### src/rtl/seq_alu_pkg.sv
// ============================================================================
// Module   : seq_alu_pkg
// Desc     : Shared op encodings, FSM state type and width helper for seq_alu.
// Revision : 1.0
// ============================================================================
`default_nettype none

package seq_alu_pkg;

    localparam logic [1:0] OP_ADD = 2'b00;
    localparam logic [1:0] OP_MUL = 2'b01;
    localparam logic [1:0] OP_AND = 2'b10;
    localparam logic [1:0] OP_MAC = 2'b11;

    typedef enum logic [1:0] {
        IDLE = 2'd0,
        MULT = 2'd1,
        OUT  = 2'd2
    } state_t;

    // Ceiling log2, usable in constant expressions.
    function automatic int clog2(input int value);
        int r;
        r = 0;
        for (int i = 0; i < 31; i++) begin
            if ((1 << i) < value) begin
                r = i + 1;
            end
        end
        return r;
    endfunction

endpackage

`default_nettype wire

### src/rtl/seq_alu_mul_core.sv
// ============================================================================
// Module   : seq_alu_mul_core
// Desc     : Iterative shift-add unsigned multiplier, one partial product/cycle.
// Revision : 1.0
// ============================================================================
`default_nettype none

module seq_alu_mul_core
    import seq_alu_pkg::*;
#(
    parameter int WIDTH = 8
) (
    input  logic                 clk,
    input  logic                 rst_n,
    input  logic                 start,
    input  logic [WIDTH-1:0]     a,
    input  logic [WIDTH-1:0]     b,
    output logic                 done,
    output logic [2*WIDTH-1:0]   product
);

    localparam int              CW     = (clog2(WIDTH) < 1) ? 1 : clog2(WIDTH);
    localparam logic [CW-1:0]   C_LAST = CW'(WIDTH - 1);

    logic [2*WIDTH-1:0] r_a_shift;
    logic [2*WIDTH-1:0] r_product;
    logic [WIDTH-1:0]   r_b_shift;
    logic [CW-1:0]      r_count;
    logic               r_busy;
    logic [2*WIDTH-1:0] w_product_next;

    assign w_product_next = r_b_shift[0] ? (r_product + r_a_shift) : r_product;

    // done and product are presented in the final iteration's cycle so the
    // consumer can register the finished product on the same edge.
    assign done    = r_busy && (r_count == C_LAST);
    assign product = w_product_next;

    always_ff @(posedge clk or negedge rst_n) begin
        if (!rst_n) begin
            r_a_shift <= '0;
            r_b_shift <= '0;
            r_product <= '0;
            r_count   <= '0;
            r_busy    <= 1'b0;
        end else if (start) begin
            r_a_shift <= {{WIDTH{1'b0}}, a};
            r_b_shift <= b;
            r_product <= '0;
            r_count   <= '0;
            r_busy    <= 1'b1;
        end else if (r_busy) begin
            r_product <= w_product_next;
            r_a_shift <= r_a_shift << 1;
            r_b_shift <= r_b_shift >> 1;
            r_count   <= r_count + 1'b1;
            if (r_count == C_LAST) begin
                r_busy <= 1'b0;
            end
        end
    end

endmodule

`default_nettype wire

### src/rtl/seq_alu.sv
// ============================================================================
// Module   : seq_alu
// Desc     : Clocked ADD/MUL/AND/MAC datapath with valid/ready handshakes and a
//            persistent accumulator.
// Config   : define SEQ_ALU_MAC_SAT_EN for a saturating MAC (default wraps).
// Revision : 1.0
// ============================================================================
`default_nettype none

module seq_alu
    import seq_alu_pkg::*;
#(
    parameter int WIDTH = 8,
    parameter int ACC_W = 2*WIDTH + 4
) (
    input  logic              clk,
    input  logic              rst_n,
    input  logic              in_valid,
    output logic              in_ready,
    input  logic [1:0]        op,
    input  logic [WIDTH-1:0]  a,
    input  logic [WIDTH-1:0]  b,
    input  logic              acc_clr,
    output logic              out_valid,
    input  logic              out_ready,
    output logic [ACC_W-1:0]  result
);

    state_t             r_state;
    logic [1:0]         r_op;
    logic [ACC_W-1:0]   r_acc;
    logic [ACC_W-1:0]   r_result;
    logic               r_out_valid;

    logic               w_accept;
    logic               w_start;
    logic               w_mul_done;
    logic [2*WIDTH-1:0] w_product;
    logic [WIDTH:0]     w_sum;
    logic [ACC_W-1:0]   w_mac_next;

    assign w_accept = in_valid && (r_state == IDLE);
    // MUL and MAC are the two encodings with op[0] set.
    assign w_start  = w_accept && op[0];
    assign w_sum    = {1'b0, a} + {1'b0, b};

`ifdef SEQ_ALU_MAC_SAT_EN
    logic [ACC_W:0] w_mac_sum;
    assign w_mac_sum  = {1'b0, r_acc} + (ACC_W+1)'(w_product);
    assign w_mac_next = w_mac_sum[ACC_W] ? {ACC_W{1'b1}} : w_mac_sum[ACC_W-1:0];
`else
    assign w_mac_next = r_acc + ACC_W'(w_product);
`endif

    seq_alu_mul_core #(
        .WIDTH   (WIDTH)
    ) u_mul_core (
        .clk     (clk),
        .rst_n   (rst_n),
        .start   (w_start),
        .a       (a),
        .b       (b),
        .done    (w_mul_done),
        .product (w_product)
    );

    always_ff @(posedge clk or negedge rst_n) begin
        if (!rst_n) begin
            r_state     <= IDLE;
            r_op        <= OP_ADD;
            r_acc       <= '0;
            r_result    <= '0;
            r_out_valid <= 1'b0;
        end else begin
            case (r_state)
                IDLE: begin
                    // A same-cycle MAC accept sees the cleared value later in MULT.
                    if (acc_clr) begin
                        r_acc <= '0;
                    end
                    if (w_accept) begin
                        r_op <= op;
                        case (op)
                            OP_ADD: begin
                                r_result    <= ACC_W'(w_sum);
                                r_out_valid <= 1'b1;
                                r_state     <= OUT;
                            end
                            OP_AND: begin
                                r_result    <= ACC_W'(a & b);
                                r_out_valid <= 1'b1;
                                r_state     <= OUT;
                            end
                            default: begin
                                r_state <= MULT;
                            end
                        endcase
                    end
                end
                MULT: begin
                    if (w_mul_done) begin
                        if (r_op == OP_MAC) begin
                            r_acc    <= w_mac_next;
                            r_result <= w_mac_next;
                        end else begin
                            r_result <= ACC_W'(w_product);
                        end
                        r_out_valid <= 1'b1;
                        r_state     <= OUT;
                    end
                end
                OUT: begin
                    if (out_ready) begin
                        r_out_valid <= 1'b0;
                        r_state     <= IDLE;
                    end
                end
                default: begin
                    r_out_valid <= 1'b0;
                    r_state     <= IDLE;
                end
            endcase
        end
    end

    assign in_ready  = (r_state == IDLE);
    assign out_valid = r_out_valid;
    assign result    = r_result;

endmodule

`default_nettype wire

### config.mk
export PLATFORM = sky130hd
export DESIGN_NAME = seq_alu
export DESIGN_NICKNAME = d
export VERILOG_FILES = /design/src/rtl/seq_alu_pkg.sv /design/src/rtl/seq_alu_mul_core.sv /design/src/rtl/seq_alu.sv
export SDC_FILE = /design/constraint.sdc
export NUM_CORES = 1
export LEC_CHECK = 0
export ABC_AREA = 0
export BUFFER_PORTS_ARGS = -buffer_cell sky130_fd_sc_hd__buf_2
export CORE_UTILIZATION = 45
export CTS_CLUSTER_DIAMETER = 120
export CTS_CLUSTER_SIZE = 16
export DETAILED_ROUTE_END_ITERATION = 8
export GPL_ROUTABILITY_DRIVEN = 0
export PLACE_DENSITY = 0.72
export SLEW_MARGIN = 15
export SYNTH_ARGS = -nofsm -noshare
export SYNTH_HDL_FRONTEND = slang
export SYNTH_SLANG_ARGS = --single-unit
### constraint.sdc
create_clock -name clk -period 6.6 [get_ports clk]
set_input_delay 1.32 -clock clk [delete_from_list [all_inputs] [get_ports clk]]
set_output_delay 1.32 -clock clk [all_outputs]
set_load 0.03 [all_outputs]
==> results of run 1 <==
final timing paths:
check / start / end / slack [ns] / cells after the start
setup / recovery: u_mul_core.r_product[0]$_DFFE_PN0P_ / r_acc[16]$_DFFE_PN0P_ / 2.41 / 16
hold / removal: result[17]$_DFFE_PN0P_ / result[17]$_DFFE_PN0P_ / 0.48 / 1
setup reg to reg: u_mul_core.r_product[0]$_DFFE_PN0P_ / r_acc[16]$_DFFE_PN0P_ / 2.41 / 16
hold reg to reg: result[17]$_DFFE_PN0P_ / result[17]$_DFFE_PN0P_ / 0.48 / 1
max in group asynchronous: rst_n / result[15]$_DFFE_PN0P_ / 4.63 / 2
min in group asynchronous: rst_n / u_mul_core.r_a_shift[12]$_DFFE_PN0P_ / 0.94 / 1
sequential cells by signal, summed over array words and instances, names as in the netlist:
| name | flops |
|---|---|
| u_mul_core.r_product | 16 |
| r_state | 2 |
| u_mul_core.r_b_shift | 8 |
| u_mul_core.r_busy | 1 |
| r_acc | 20 |
| result | 20 |
| u_mul_core.r_count | 3 |
| out_valid | 1 |
| r_op | 2 |
| u_mul_core.r_a_shift | 16 |
logic make-up after synthesis:
kind of cell	count (synthesis)	synth area share, %
AO/OA/AOI/OAI	207	22.6
XOR/XNOR	33	4.90
adder cells (fa/ha/maj)	45	9.92
buffers and inverters	50	3.20
flip-flops	89	37.7
multiplexers	42	7.29
AND/OR/NAND/NOR	196	14.4
through the flow:
step	setup slack, ns	instance area (um^2)
CTS	2.47	6580
detailed placement	2.53	6280
global placement	2.63	6280
floorplan	2.90	5900
global route	2.14	6580
finish	2.41	6580
synthesized netlist by cell type (2+ instances only):
| library cell | instances | area share [%] |
|---|---|---|
| nor2_1 | 66 | 4.2 |
| a211oi_1 | 11 | 1.4 |
| and2_1 | 5 | 0.53 |
| clkbuf_1 | 25 | 1.6 |
| nor2b_1 | 9 | 0.95 |
| xnor2_1 | 18 | 2.7 |
| nor3_1 | 5 | 0.42 |
| and3_1 | 7 | 0.74 |
| a21oi_1 | 70 | 5.9 |
| a22o_1 | 6 | 0.89 |
| o311ai_0 | 2 | 0.30 |
| a31oi_1 | 5 | 0.53 |
| a21boi_0 | 2 | 0.25 |
| mux2i_1 | 34 | 5.8 |
| o31ai_1 | 7 | 0.89 |
| buf_1 | 2 | 0.13 |
| a21o_1 | 15 | 1.9 |
| ha_1 | 42 | 8.9 |
| or2_2 | 2 | 0.21 |
| nand2b_1 | 3 | 0.32 |
| or3_1 | 5 | 0.53 |
| o21ai_0 | 44 | 3.7 |
| a222oi_1 | 2 | 0.34 |
| o211ai_1 | 6 | 0.76 |
| inv_1 | 22 | 1.4 |
| xor2_1 | 15 | 2.2 |
| o2111ai_1 | 4 | 0.59 |
| dfrtp_1 | 89 | 38 |
| nand2_1 | 78 | 5.0 |
| fa_1 | 3 | 1.0 |
| mux2_2 | 8 | 1.5 |
| nand3_1 | 12 | 1.0 |
| a311oi_1 | 2 | 0.30 |
| o21a_1 | 13 | 1.7 |
metal layers:
layer	wire [um]	vias to the layer above	GRT usage, %	share of wire (%)
li1	-	2439	-	-
met1	6670	2435	30.1	46
met2	7060	110	37.6	48
met3	540	24	2.34	3.7
met4	331	0	10.1	2.3
met5	0	-	0	0
area by class of cell:
type	instances	share of cell area, %
timing repair buffer	50	4.07
multi-input combinational	523	53.0
inverter	22	1.25
sequential	89	33.9
tap	172	3.27
clock inverter	5	0.837
clock buffer	11	3.69
power groups by stage:
stage / combinational (uW) / sequential, uW / clock [uW]
global route: 2580 / 978 / 547
global placement: 2220 / 948 / 0
CTS: 2310 / 951 / 526
finish: 2330 / 954 / 520
floorplan: 1720 / 978 / 0
detailed placement: 2290 / 958 / 0
==> reports/metrics.yaml, run 1 <==
outcome:
  status: "finished clean"
synth:
  syn_inst: 662
  synth_nets: 730
  synthDistinctLibCells: 57
  ys_warn_count: 0
  synth-seq-cells: 89
  ys_seq_area_share_pct: 37.7
  ys_async_sr_fraction_pct: 100
  synth_area_per_cell_um2: 8.92
  synth_edf_count: 0
  ys.flop_type: "dfrtp_1"
  netlist_area_um2: 5900
critical_path:
  cp-end-kind: "flip-flop"
  crit_arrival_ns: 4.46
  start_kind: "flip-flop"
  slowest_delay_ns: 0.43
  cp_num_buf_inv: 0
  critPathKind: "reg -> reg"
  cp_max_fo: 6
  cpMostUsedCell: "o21ai_0"
  cp_data_required_time_ns: 6.87
  critical-path-top-delay-family: "compound AO/OA/AOI/OAI gates"
  cp_cell_sequence: "ha_1 > fa_1 > a21oi_1 > o211ai_1 > a31oi_1 > o21ai_0 > xor2_1 > mux2_2 > ha_1 > and3_1 > and2_1 > o21ai_0 > a21oi_1 > o21ai_0 > or3_1 > o21ai_0"
  worst_path_max_delay_cell: "fa_1"
floorplanning:
  core_um2: 12700
  dieArea_um2: 13600
  ios: 45
  rows: 41
  die_w_um: 117
  floorplan.initialDensity_pct: 46.4
  die_h_um: 117
sta:
  final.setup.tns_ns: 0
  relSlewSlack_pct: 31.3
  worst_slew_pin_slew_ns: 1.03
  fmax_mhz: 239
  setup_viol: 0
  slew_violations: 0
  min_period_ns: 4.19
  rsz0062_at_grt: "false"
  post-route-period-util_pct: 63.5
  finalHoldViolations: 0
  fin_hold_ws_ns: 0.482
  skew_ns: 0.0101
clock_network:
  post_cts_resized: 0
  root_buffer: "clkbuf_16"
  cts_hold_buf: 0
  clk_pin_slew_ns: 0.07
  clk_latency_ns: 0.36
  cts_tree: "done"
  htree_levels: 3
  cts_buffer_depth: 2
  post-cts-setup-buffers: 0
  numCtsBuffers: 9
  cts.sinks: 89
cells_and_area:
  regArea_um2: 2230
  fillers: 1235
  final_cell_mix: "dfrtp_1 (88), nand2_1 (78), a21oi_1 (70)"
  syn2layout_area_growth_pct: 11.5
  multi_input_area_um2: 3490
  drive_gt1_share_pct: 12.3
  diodes: 0
  final_common_cell: "dfrtp_1"
  fin_util_pct: 51.7
  fin_cells: 872
  nets: 763
job:
  drv_cap: 0
global_route:
  grtUsageTotal_pct: 22.7
  antenna_found_initial: 0
  grt_pass1_wl_um: 23800
  overflow: 0
  grt_max_degree: 51
  grt_pass1_vias: 4948
placement:
  portBuffers: 44
  place_inst: 856
  dpl.hpwl_um: 10800
power_and_ir_drop:
  p_sw_uw: 1820
  power.leakage_uw: 0.00325
  clkPwrFrac_pct: 13.7
  power_frac_comb_pct: 61.2
  p_seq_share_pct: 25.1
  ir_drop_mv: 0.296
  p_per_area_nw_per_um2: 577
  p_int_uw: 1980
  sw_frac_of_total_pct: 48.0
  power_uw: 3800
detailed_routing:
  drtPass1Iterations: 5
  vias: 5008
  ant_nets: 0
  drt_first_iter_violations: 269
  routed_wl_um: 14600
  drc: 0
  wire_per_inst_um: 16.7
  vias_per_cell: 5.74
worst_hold_path:
  worst_hold_path_type: "reg -> reg"
No activity file was read; power rests on OpenSTA's default activity.
==> run 2, diff against run 1 <==
PLACE_DENSITY = 0.74   (was 0.72)
clock period = 3.39 ns   (was 6.6 ns; I/O delays follow)
==> run 2 against run 1 <==
Against the previous run:
- cell count increased by 15%
- via count is 18% higher
- critical path depth is 1 higher
- the run now ends with negative setup slack left
- global-route usage rose by 4.7 points
- clock-buffer cell count rose by 2
- fmax up 11%
==> reports/metrics.yaml, run 2 (synthesis gave the netlist of run 1 again) <==
floorplanning:
  core_um2: 12700
  floorplan.initialDensity_pct: 46.4
  rows: 41
  dieArea_um2: 13600
  ios: 45
  die_h_um: 117
  die_w_um: 117
job:
  drv_cap: 0
sta:
  post-route-period-util_pct: 111
  rsz0062_at_grt: "true"
  worst_slew_pin_slew_ns: 0.805
  skew_ns: 0.00764
  min_period_ns: 3.77
  relSlewSlack_pct: 46.3
  finalHoldViolations: 0
  worst_slack_ns: -0.378
  slew_violations: 0
  final.setup.tns_ns: -5.35
  setup_viol: 21
  fmax_mhz: 265
cells_and_area:
  fillers: 1005
  final_common_cell: "buf_4"
  final_cell_mix: "buf_4 (134), dfrtp_1 (87), nand2_1 (75)"
  diodes: 0
  fin_util_pct: 64.3
  syn2layout_area_growth_pct: 38.6
  nets: 895
  drive_gt1_share_pct: 35.3
  fin_cells: 1004
placement:
  dpl.hpwl_um: 12300
  portBuffers: 44
  place_inst: 950
detailed_routing:
  wire_per_inst_um: 19.2
  vias_per_cell: 5.91
  vias: 5932
  drc: 0
  drtPass1Iterations: 5
  routed_wl_um: 19300
  drt_first_iter_violations: 413
  ant_nets: 0
critical_path:
  cp_max_fo: 4
  cp-end-kind: "flip-flop"
  start_kind: "flip-flop"
  worstRegToRegCells: 17
  crit_arrival_ns: 4.02
  critPathKind: "reg -> reg"
  r2r-end: "r_acc[17]$_DFFE_PN0P_"
  cp_data_required_time_ns: 3.64
  timing.rr.start: "u_mul_core.r_product[0]$_DFFE_PN0P_"
  rrSetupSlack_ns: -0.38
outcome:
  status: "finished, violations left"
  violations: "negative setup slack"
global_route:
  grt_max_degree: 61
  grt_pass1_wl_um: 28200
  grt_pass1_vias: 5649
  antenna_found_initial: 0
  overflow: 0
  grtUsageTotal_pct: 27.4
clock_network:
  cts.sinks: 89
  clk_pin_slew_ns: 0.06
  htree_levels: 3
  cts_buffer_depth: 2
  root_buffer: "clkbuf_16"
  cts_tree: "done"
  clk_latency_ns: 0.36
  numCtsBuffers: 9
worst_hold_path:
  worst_hold_path_type: "in -> async"
## run 2: cell count changes in the layout (fill, tap and decap cells not counted), moves of 5 or more
| cell | previous run | this run |
|---|---|---|
| o21ai_1 | 0 | 14 |
| a21oi_1 | 70 | 51 |
| ha_1 | 42 | 26 |
| o21ai_0 | 44 | 23 |
| o21ai_2 | 1 | 7 |
| ha_4 | 0 | 14 |
| buf_4 | 7 | 134 |
| a21oi_2 | 0 | 14 |
| buf_6 | 0 | 5 |
| a21oi_4 | 0 | 5 |
## run 2: layout make-up
cell class	count	area, um^2	share of cell area [%]
multi-input cells	523	4100	50.1
clock buffers	13	260	3.18
clock inverters	3	15.0	0.184
repair buffers	182	1280	15.6
flip-flops and latches	89	2230	27.3
well taps	172	215	2.63
inverters	22	82.6	1.01
## run 2: per-stage QoR
step	cell area [um^2]	hold slack, ns	setup slack (ns)
after floorplan	6020	0.382	-0.0841
after global placement	7100	0.457	-0.190
after detailed placement	7100	0.465	-0.396
after CTS	7810	0.429	-0.245
after global routing	8180	0.471	-0.482
final	8180	0.398	-0.378
## run 2: worst max-delay path by stage
stage                                              from                     end  slack (ns)  depth (start not counted)
floorplan           u_mul_core.r_a_shift[1]$_DFFE_PN0P_  result[15]$_DFFE_PN0P_       -0.08                         15
global placement    u_mul_core.r_product[1]$_DFFE_PN0P_  result[14]$_DFFE_PN0P_       -0.19                         16
detailed placement  u_mul_core.r_product[1]$_DFFE_PN0P_   r_acc[18]$_DFFE_PN0P_       -0.40                         16
CTS                 u_mul_core.r_a_shift[0]$_DFFE_PN0P_  result[15]$_DFFE_PN0P_       -0.25                         14
global route        u_mul_core.r_product[0]$_DFFE_PN0P_   r_acc[17]$_DFFE_PN0P_       -0.48                         17
finish              u_mul_core.r_product[0]$_DFFE_PN0P_   r_acc[17]$_DFFE_PN0P_       -0.38                         17
## run 2: timing repair
action / 4_1_cts / 5_1_grt
pin swaps: 36 / 40
buffers inserted: 32 / 10
gates resized for setup: 56 / 56
endpoints found under the setup margin: 24 / 26
hold buffers: 0 / 0
## run 2: per-layer routing
| layer | up-vias | track usage, % | routed length [um] |
|---|---|---|---|
| met4 | 0 | 14.3 | 946 |
| met3 | 83 | 5.55 | 1160 |
| met5 | - | 0 | 0 |
| met1 | 2859 | 34.7 | 7810 |
| met2 | 279 | 44.2 | 9390 |
| li1 | 2711 | - | - |
## run 2: worst max-delay path, cell delays in order (launching register included)
cell and delay (ns):
dfrtp_1 0.40, ha_2 0.22, fa_2 0.37, a21oi_2 0.15, o211ai_1 0.12, a41o_1 0.29, buf_6 0.14, a21oi_4 0.17
xnor2_2 0.11, mux2_4 0.30, ha_4 0.26, o21a_1 0.12, o21a_1 0.22, o21ai_2 0.15, o31a_1 0.26, a21oi_2 0.09
mux2i_1 0.14, a21o_1 0.16
Power of run 2 is left out: the tool's default activity adds up to more than one toggle a clock period on the data nets, which glitch-free logic cannot reach.
